==> config.mk <==
export PLATFORM = sky130hd
export DESIGN_NAME = timestamp_capture_flat
export DESIGN_NICKNAME = d
export VERILOG_FILES = /design/src/rtl/timestamp_capture_if.sv /design/src/rtl/timestamp_capture.sv /design/src/flat_wrapper.sv
export SDC_FILE = /design/constraint.sdc
export NUM_CORES = 1
export LEC_CHECK = 0
export ABC_AREA = 1
export CAP_MARGIN = 0
export CORE_UTILIZATION = 40
export CTS_CLUSTER_SIZE = 14
export DETAILED_ROUTE_END_ITERATION = 8
export PLACE_DENSITY = 0.63
export SYNTH_ARGS = -nofsm -noshare
export SYNTH_HDL_FRONTEND = slang
export SYNTH_SLANG_ARGS = --single-unit
export TNS_END_PERCENT = 100
==> constraint.sdc <==
create_clock -name clk -period 14.27 [get_ports clk]
set_input_delay 2.1405 -clock clk [delete_from_list [all_inputs] [get_ports clk]]
set_output_delay 2.1405 -clock clk [all_outputs]
set_load 0.1 [all_outputs]
==> src/rtl/timestamp_capture_if.sv <==
// Timestamp stream from timestamp_capture to the packetiser: {epoch, count} words with valid/ready.
// EPOCH_W must match the EPOCH_W of the timestamp_capture instance driving it.
interface timestamp_capture_if #(
  parameter int EPOCH_W = 16
);
  localparam int TS_W = EPOCH_W + 32;

  logic [TS_W-1:0] ts_data;
  logic            ts_valid;
  logic            ts_ready;

  modport master (output ts_data, ts_valid, input ts_ready);
  modport slave  (input ts_data, ts_valid, output ts_ready);
endinterface

==> src/rtl/timestamp_capture.sv <==
// Edge-triggered timestamp capture: {epoch, count} pushed into a small FWFT FIFO and streamed out.
// Define SIG_SYNC_EN to pass sig_in through a 2-flop synchroniser (adds 2 cycles of latency).
module timestamp_capture #(
  parameter int         FIFO_DEPTH = 4,
  parameter int         EPOCH_W    = 16,
  parameter logic [1:0] EDGE_SEL   = 2'b01
) (
  input  logic                          clk,
  input  logic                          rst,
  input  logic                          clr,
  input  logic                          ena,
  input  logic [31:0]                   count,
  input  logic                          pulse_full,
  input  logic                          sig_in,
  timestamp_capture_if.master           ts,
  output logic                          ovf,
  output logic [7:0]                    drop_cnt,
  output logic [$clog2(FIFO_DEPTH):0]   fifo_level
);

  localparam int TS_W = EPOCH_W + 32;
  localparam int AW   = $clog2(FIFO_DEPTH);
  localparam int LW   = AW + 1;

  logic               sig_s;
  logic               sig_d;
  logic [EPOCH_W-1:0] epoch;
  logic [AW-1:0]      wr_ptr, rd_ptr, rd_ptr_nxt;
  logic [LW-1:0]      level_after_pop;
  logic [TS_W-1:0]    mem [FIFO_DEPTH];
  logic [TS_W-1:0]    ts_data_q, head_nxt, entry;
  logic               rise, fall, ev, full, pop, push, drop;

`ifdef SIG_SYNC_EN
  logic sync1, sync2;

  always_ff @(posedge clk) begin
    if (rst) begin
      sync1 <= 1'b0;
      sync2 <= 1'b0;
    end else begin
      sync1 <= sig_in;
      sync2 <= sync1;
    end
  end

  assign sig_s = sync2;
`else
  assign sig_s = sig_in;
`endif

  // NOTE: every signal assigned in this block gets a default first, so no latch can be inferred.
  always_comb begin
    rise            = sig_s & ~sig_d;
    fall            = ~sig_s & sig_d;
    ev              = ena & ((rise & EDGE_SEL[0]) | (fall & EDGE_SEL[1]));
    full            = (fifo_level == LW'(FIFO_DEPTH));
    pop             = (fifo_level != '0) & ts.ts_ready & ~clr;
    push            = ev & ~clr & (~full | pop);
    drop            = ev & ~clr & full & ~pop;
    entry           = {epoch + EPOCH_W'(pulse_full), count};
    level_after_pop = fifo_level - LW'(pop);
    rd_ptr_nxt      = rd_ptr + AW'(pop);
    // Old memory contents are still valid at rd_ptr_nxt unless the FIFO drains to empty this cycle.
    head_nxt        = mem[rd_ptr_nxt];
    if (push && level_after_pop == '0) head_nxt = entry;
  end

  // NOTE: the storage array has no reset; the pointers and level alone define which entries are live.
  always_ff @(posedge clk) begin
    if (push) mem[wr_ptr] <= entry;
  end

  // NOTE: sequential state uses non-blocking assignments so every register sees pre-edge values.
  always_ff @(posedge clk) begin
    if (rst) begin
      sig_d      <= 1'b0;
      epoch      <= '0;
      wr_ptr     <= '0;
      rd_ptr     <= '0;
      fifo_level <= '0;
      ts_data_q  <= '0;
      ovf        <= 1'b0;
      drop_cnt   <= 8'h00;
    end else if (clr) begin
      sig_d      <= sig_s;
      epoch      <= '0;
      wr_ptr     <= '0;
      rd_ptr     <= '0;
      fifo_level <= '0;
      ts_data_q  <= '0;
      ovf        <= 1'b0;
      drop_cnt   <= 8'h00;
    end else begin
      sig_d      <= sig_s;
      epoch      <= epoch + EPOCH_W'(pulse_full);
      wr_ptr     <= wr_ptr + AW'(push);
      rd_ptr     <= rd_ptr_nxt;
      fifo_level <= level_after_pop + LW'(push);
      ts_data_q  <= head_nxt;
      if (drop) begin
        ovf <= 1'b1;
        if (drop_cnt != 8'hFF) drop_cnt <= drop_cnt + 8'd1;
      end
    end
  end

  assign ts.ts_data  = ts_data_q;
  assign ts.ts_valid = (fifo_level != '0);

endmodule
==> src/flat_wrapper.sv <==
// flat-port wrapper written by rule: the top's interface ports become plain ports
module timestamp_capture_flat 
#(
  parameter int         FIFO_DEPTH = 4,
  parameter int         EPOCH_W    = 16,
  parameter logic [1:0] EDGE_SEL   = 2'b01
)
  (clk, rst, clr, ena, count, pulse_full, sig_in, ovf, drop_cnt, fifo_level, ts_ts_data, ts_ts_valid, ts_ts_ready);
  timestamp_capture_if #(.EPOCH_W(EPOCH_W)) ts_i ();
  input  logic clk;
  input  logic rst;
  input  logic clr;
  input  logic ena;
  input  logic [31:0] count;
  input  logic pulse_full;
  input  logic sig_in;
  output logic ovf;
  output logic [7:0] drop_cnt;
  output logic [$clog2(FIFO_DEPTH):0] fifo_level;
  output wire logic [$bits(ts_i.ts_data)-1:0] ts_ts_data;
  output wire logic [$bits(ts_i.ts_valid)-1:0] ts_ts_valid;
  input wire logic [$bits(ts_i.ts_ready)-1:0] ts_ts_ready;
  assign ts_ts_data = ts_i.ts_data;
  assign ts_ts_valid = ts_i.ts_valid;
  assign ts_i.ts_ready = ts_ts_ready;
  timestamp_capture #(.FIFO_DEPTH(FIFO_DEPTH), .EPOCH_W(EPOCH_W), .EDGE_SEL(EDGE_SEL)) u_core (.clk(clk), .rst(rst), .clr(clr), .ena(ena), .count(count), .pulse_full(pulse_full), .sig_in(sig_in), .ts(ts_i), .ovf(ovf), .drop_cnt(drop_cnt), .fifo_level(fifo_level));
endmodule
==> impl_metrics.tcl <==
set metrics [dict create \
    layout.nets 1266 \
    slew_violations 0 \
    worst_ep_required_time_ns 14.73 \
    skew_ns 0.0133 \
    cts.htree.levels 1 \
    grt_pass1_vias 7199 \
    synth_area_um2 11000 \
    n_fill_cell 2445 \
    synth-compound-area-share_pct 3.01 \
    clk_pin_slew_ns 0.06 \
    grt_max_degree 73 \
    remaining_drc_errors 0 \
    synthAdderAreaFrac_pct 1.03 \
    grt.overflow.total 0 \
    synth-simple-area-share_pct 24.0 \
    dp_hpwl_mm 12.3 \
    fin_crit_ns 4.87 \
    ys_seq_elements 273 \
    slew_headroom_pct 24.0 \
    holdBufCountCts 0 \
    cp_max_fo 72 \
    numCtsBuffers 28 \
    wl_per_cell_um 14.5 \
    maxCapViolCount 0 \
    pwr_density_cell_nw_per_um2 130 \
    worstSkewPairLatency_ns 0.53 \
    syn-num-nets 1175 \
    dp_slack_ns 8.84 \
    setup_tns_ns 0 \
    drt-initial-drc-count 397 \
    leakage_uw 0.00535 \
    synth_edf_count 192 \
    synth_top_cell_by_area "edfxtp_1" \
    start_util_pct 40.7 \
    grt_usage_pct 16.6 \
    antenna_found_initial 0 \
    rows 60 \
    area_growth_pct 20.5 \
    crit_type "in -> reg" \
    vias 7460 \
    syn_area_per_cell_um2 9.74 \
    synth_xor_area_share_pct 0.798 \
    coreArea_um2 27000 \
    postCtsSetupRepairBufs 0 \
    synth_cell_type_count 25 \
    synthTopCellsByArea "edfxtp_1, nand2_1, dfxtp_1" \
    max-vdd-ir-drop_mv 0.0849 \
    synth_top_family_by_area "simple AND/OR/NAND/NOR gates" \
    ant_nets 0 \
    drt_pass1_iterations 4 \
    synth.yosys.warnings 0 \
    cts_tree "yes" \
    clk_root_buffer_cell "clkbuf_16" \
    layout-drive-gt1-share_pct 5.73 \
    critPathArrivalTime_ns 5.33 \
    io_buffers 99 \
    setup_slack_ns 9.40 \
    postSynthCellCount 1127 \
    die_area_um2 28100 \
    final_common_cell "nand2_1" \
    antennaDiodeCount 0 \
    fin_crit_sh_pct 34.1 \
    multiInputGateArea_um2 3210 \
    setup_viol 0 \
    synth_top_cell_area_share_pct 52.5 \
    worst_pin_slew_ns 1.14 \
    cp-end-kind "flip-flop" \
    fp.dieW_um 168 \
    wl_mm 22.9 \
    synthArstFlopShare_pct 0 \
    io-pin-count 100 \
    ctsLongestPathBuffers 3 \
    regArea_um2 7390 \
    cts.sinks 273 \
    rsz0062_at_grt "false" \
    startpoint_type "primary input" \
    grt_pass1_wl_mm 37.1 \
    final_hold_viol_count 0 \
    fmax_mhz 205 \
    layout_common_cells "nand2_1, edfxtp_1, nor2_1, clkdlybuf4s50_1, dfxtp_1" \
    muxShareOfSynthArea_pct 0 \
    status "finished, final reports clean" \
    ys_seq_area_share_pct 67.3 \
    viasPerCell 4.72 \
    cts_resized 0 \
    worstHoldPathType "reg -> reg" \
    routabilityCongestion 0.769 \
    die_h_um 168 \
    synth_ff_type "edfxtp_1" \
]
-- state kept, by name, summed over array words and instances, names as in the netlist --
| register | cells |
|---|---|
| u_core.mem | 192 |
| u_core.ts.ts_data | 48 |
| u_core.epoch | 16 |
| u_core.drop_cnt | 8 |
| u_core.fifo_level | 3 |
| u_core.rd_ptr | 2 |
| u_core.wr_ptr | 2 |
| u_core.ovf | 1 |
| u_core.sig_d | 1 |
-- cells by family (layout without fill, tap and decap cells) --
logic type | Yosys count | count (layout)
AO/OA/AOI/OAI | 66 | 66
XOR/XNOR | 10 | 10
adder cells (fa/ha/maj) | 9 | 9
buffers and inverters | 95 | 208
flip-flops | 273 | 273
AND/OR/NAND/NOR | 674 | 674
-- worst max-delay path: stages --
cell and delay [ns]:
clkdlybuf4s50_1 0.54, inv_2 0.08, nand2_1 0.08, a21oi_1 0.30, ha_4 0.39, inv_2 0.42, buf_4 0.71, nand2_1 0.11
nand2_1 0.10, nand2_1 0.05, nand2_1 0.11, nand2_1 0.05, a21oi_1 0.16
-- Yosys cell counts (3+ instances only) --
cell type	count
a21oi_1	32
and2_1	3
buf_2	21
buf_4	3
buf_6	5
clkbuf_1	20
dfxtp_1	81
edfxtp_1	192
ha_1	9
inv_1	43
inv_2	3
nand2_1	514
nand3_1	17
nand3b_1	3
nand4_1	6
nor2_1	119
nor3_1	5
o21ai_0	34
xnor2_1	4
xor2_1	6
-- power breakdown --
| group | internal [uW] | switching [uW] | total (uW) |
|---|---|---|---|
| sequential | 856 | 3.27 | 859 |
| combinational | 31.5 | 85.4 | 117 |
| clock | 458 | 289 | 747 |
-- final timing paths --
path                   startpoint               endpoint  slack, ns  cells after the start
max                           clr  u_core.ts.ts_data[23]       9.40                     13
min                    u_core.ovf             u_core.ovf       0.48                      2
max reg2reg  u_core.fifo_level[2]  u_core.ts.ts_data[23]      11.20                     11
min reg2reg            u_core.ovf             u_core.ovf       0.48                      2
-- layer usage --
layer | track usage, % | vias up | routed length (um)
met4 | 4.11 | 0 | 311
met1 | 21.3 | 3475 | 10300
met2 | 28.9 | 144 | 11100
met3 | 2.81 | 29 | 1140
li1 | - | 3812 | -
met5 | 0 | - | 0
-- final cells by class --
class,instances,share of cell area [%]
Sequential cell,273,55.9
Multi-Input combinational cell,759,24.3
Timing Repair Buffer,110,8.12
Clock buffer,39,6.00
Tap cell,341,3.23
Inverter,46,1.31
Clock inverter,13,1.22
-- stage by stage --
step / instances / hold WS (ns) / total power, uW / instance area, um2 / utilization, %
after global routing: 1581 / 0.528 / 1780 / 13200 / 49.1
after detailed placement: 1529 / 0.466 / 994 / 12300 / 45.5
final: 1581 / 0.480 / 1720 / 13200 / 49.1
after global placement: 1529 / 0.462 / 993 / 12300 / 45.5
after CTS: 1581 / 0.484 / 1740 / 13200 / 49.1
after floorplan: 1127 / 0.474 / 955 / 11000 / -
(Power assumes the default switching activity.)
==> variant (config.mk and constraints unchanged) <==
`FIFO_DEPTH` is set to 4 in 2 places; all go to 8.
--- a/src/rtl/timestamp_capture.sv
+++ b/src/rtl/timestamp_capture.sv
@@ -3,3 +3,3 @@
 module timestamp_capture #(
-  parameter int         FIFO_DEPTH = 4,
+  parameter int         FIFO_DEPTH = 8,
   parameter int         EPOCH_W    = 16,
--- a/src/flat_wrapper.sv
+++ b/src/flat_wrapper.sv
@@ -3,3 +3,3 @@
 #(
-  parameter int         FIFO_DEPTH = 4,
+  parameter int         FIFO_DEPTH = 8,
   parameter int         EPOCH_W    = 16,
Interface: changed (resized fifo_level); port bits go from 100 to 101. The function was not compared with the original's and may differ.
==> variant against the original RTL <==
Via count is 77% higher; critical path type unchanged; hold slack worse by 0.030 ns; synthesized cell count grew 67%; register-to-register slack worse by 0.93 ns; maximum frequency shrank 11%; cell area is 70% higher; synthesized area up 76%; sequential cell count is 195 higher; power increased by 70%; routed wire length is 100% higher; worst setup slack lost 0.58 ns; clock power increased by 73%; non-clock buffer count increased by 12; die area grew 75%.
==> variant: results (changes against the original RTL) <==
- Wl on met1: 20700 um (+100%)
- Post-route non-filler standard cell count: 2618 (+66%)
- Worst R2R Setup Slack: 10.27 ns (-0.93 ns)
- Measured slew at the worst slew-check pin: 1.13 ns (-0.0125 ns)
- Hold Crit Start: u_core.ovf
- Synth cell types: 27 (+8.0%)
- Placed insts: 2522 (+65%)
- Pre-CTS setup slack: 8.21 ns (-0.623 ns)
- Initial antenna violation count: 1 (+1)
- Commonest cells post-synth: nand2_1, edfxtp_1, nor2_1
- First-pass GRT wire length: 73700 um (+99%)
- HPWL Detailed: 24800 um (+100%)
- Worst hold slack: 0.450 ns (-0.0296 ns)
- WL met2: 22600 um (+100%)
- Largest net degree at the start of global routing: 109 (+49%)
- FMAX: 0.183 GHz (-11%)
- Fin nets: 2010 (+59%)
- Total CTS buffers: 51 (+82%)
- Syn_nets: 1933 (+65%)
- Met3 routed WL: 2790 um (+150%)
- Clock Latency Late Sink: 0.60 ns (+0.07 ns)
- DRT iter0 DRCs: 1024 (+160%)
- Detailed-route via count: 13.2k (+77%)
- Syn Area/Cell: 10.3 um2 (+5.4%)
- Sequential element share of the synthesized area: 68.3% (+1.0 points)
- H-tree depth: 2 (+1)
- Largest stage delay on the critical path: 0.87 ns (+0.16 ns)
- LEAKAGE: 0.00878 uW (+64%)
- Post-route clock skew: 0.0284 ns (+0.0151 ns)
- Switching Fraction: 22.1% (+0.19 points)
- Area post-placement: 0.0208 mm2 (+70%)
- Gp weighted congestion: 0.806 (+4.9%)
- Synth area leaders: edfxtp_1, nand2_1, dfxtp_1
- # port buffers: 100 (+1.0%)
- GRT Total Usage: 19.3% (+2.7 points)
- Met1 usage: 25.3% (+4.0 points)
- Post-synth EDFFs: 384 (+100%)
- FF-to-FF Start: u_core.fifo_level[1]
- Met3 Use GR: 3.88% (+1.1 points)
- Run status: finished, final reports clean
- Worst reg2reg endpoint: u_core.ts.ts_data[11]
- Routed wire length per instance: 17.9 um (+24%)
- First-pass DRT Iterations: 7 (+3)
- Crit-path max FO: 108 (+50%)
## variant: power by group through the flow
stage          clock network (uW)  registers [uW]  logic [uW]
2_1_floorplan                   0            1570        50.0
3_5_place_dp                    0            1520         152
5_1_grt                      1360            1490         163
6_report                     1290            1490         151
3_3_place_gp                    0            1520         150
4_1_cts                      1310            1490         152
## variant: cell type report
type	count	area, um2
Antenna cell	1	2.50
Clock buffer	74	1490
Clock inverter	21	165
Fill cell	4300	25300
Inverter	119	452
Multi-Input combinational cell	1198	5220
Sequential cell	468	13200
Tap cell	615	769
Timing Repair Buffer	122	1170
## variant: logic make-up (layout without fill, tap and decap cells)
| logic type | count (synthesis) | in the layout | share of synthesized area, % |
|---|---|---|---|
| xor gates and xnor gates | 13 | 13 | 0.589 |
| buffers and inverters | 217 | 336 | 5.24 |
| DFF | 468 | 468 | 68.3 |
| and+or+nand+nor | 1002 | 1002 | 20.7 |
| AOI/OAI and AO/OA | 172 | 172 | 4.45 |
| other | 0 | 1 | 0 |
| adders and majority gates | 11 | 11 | 0.712 |
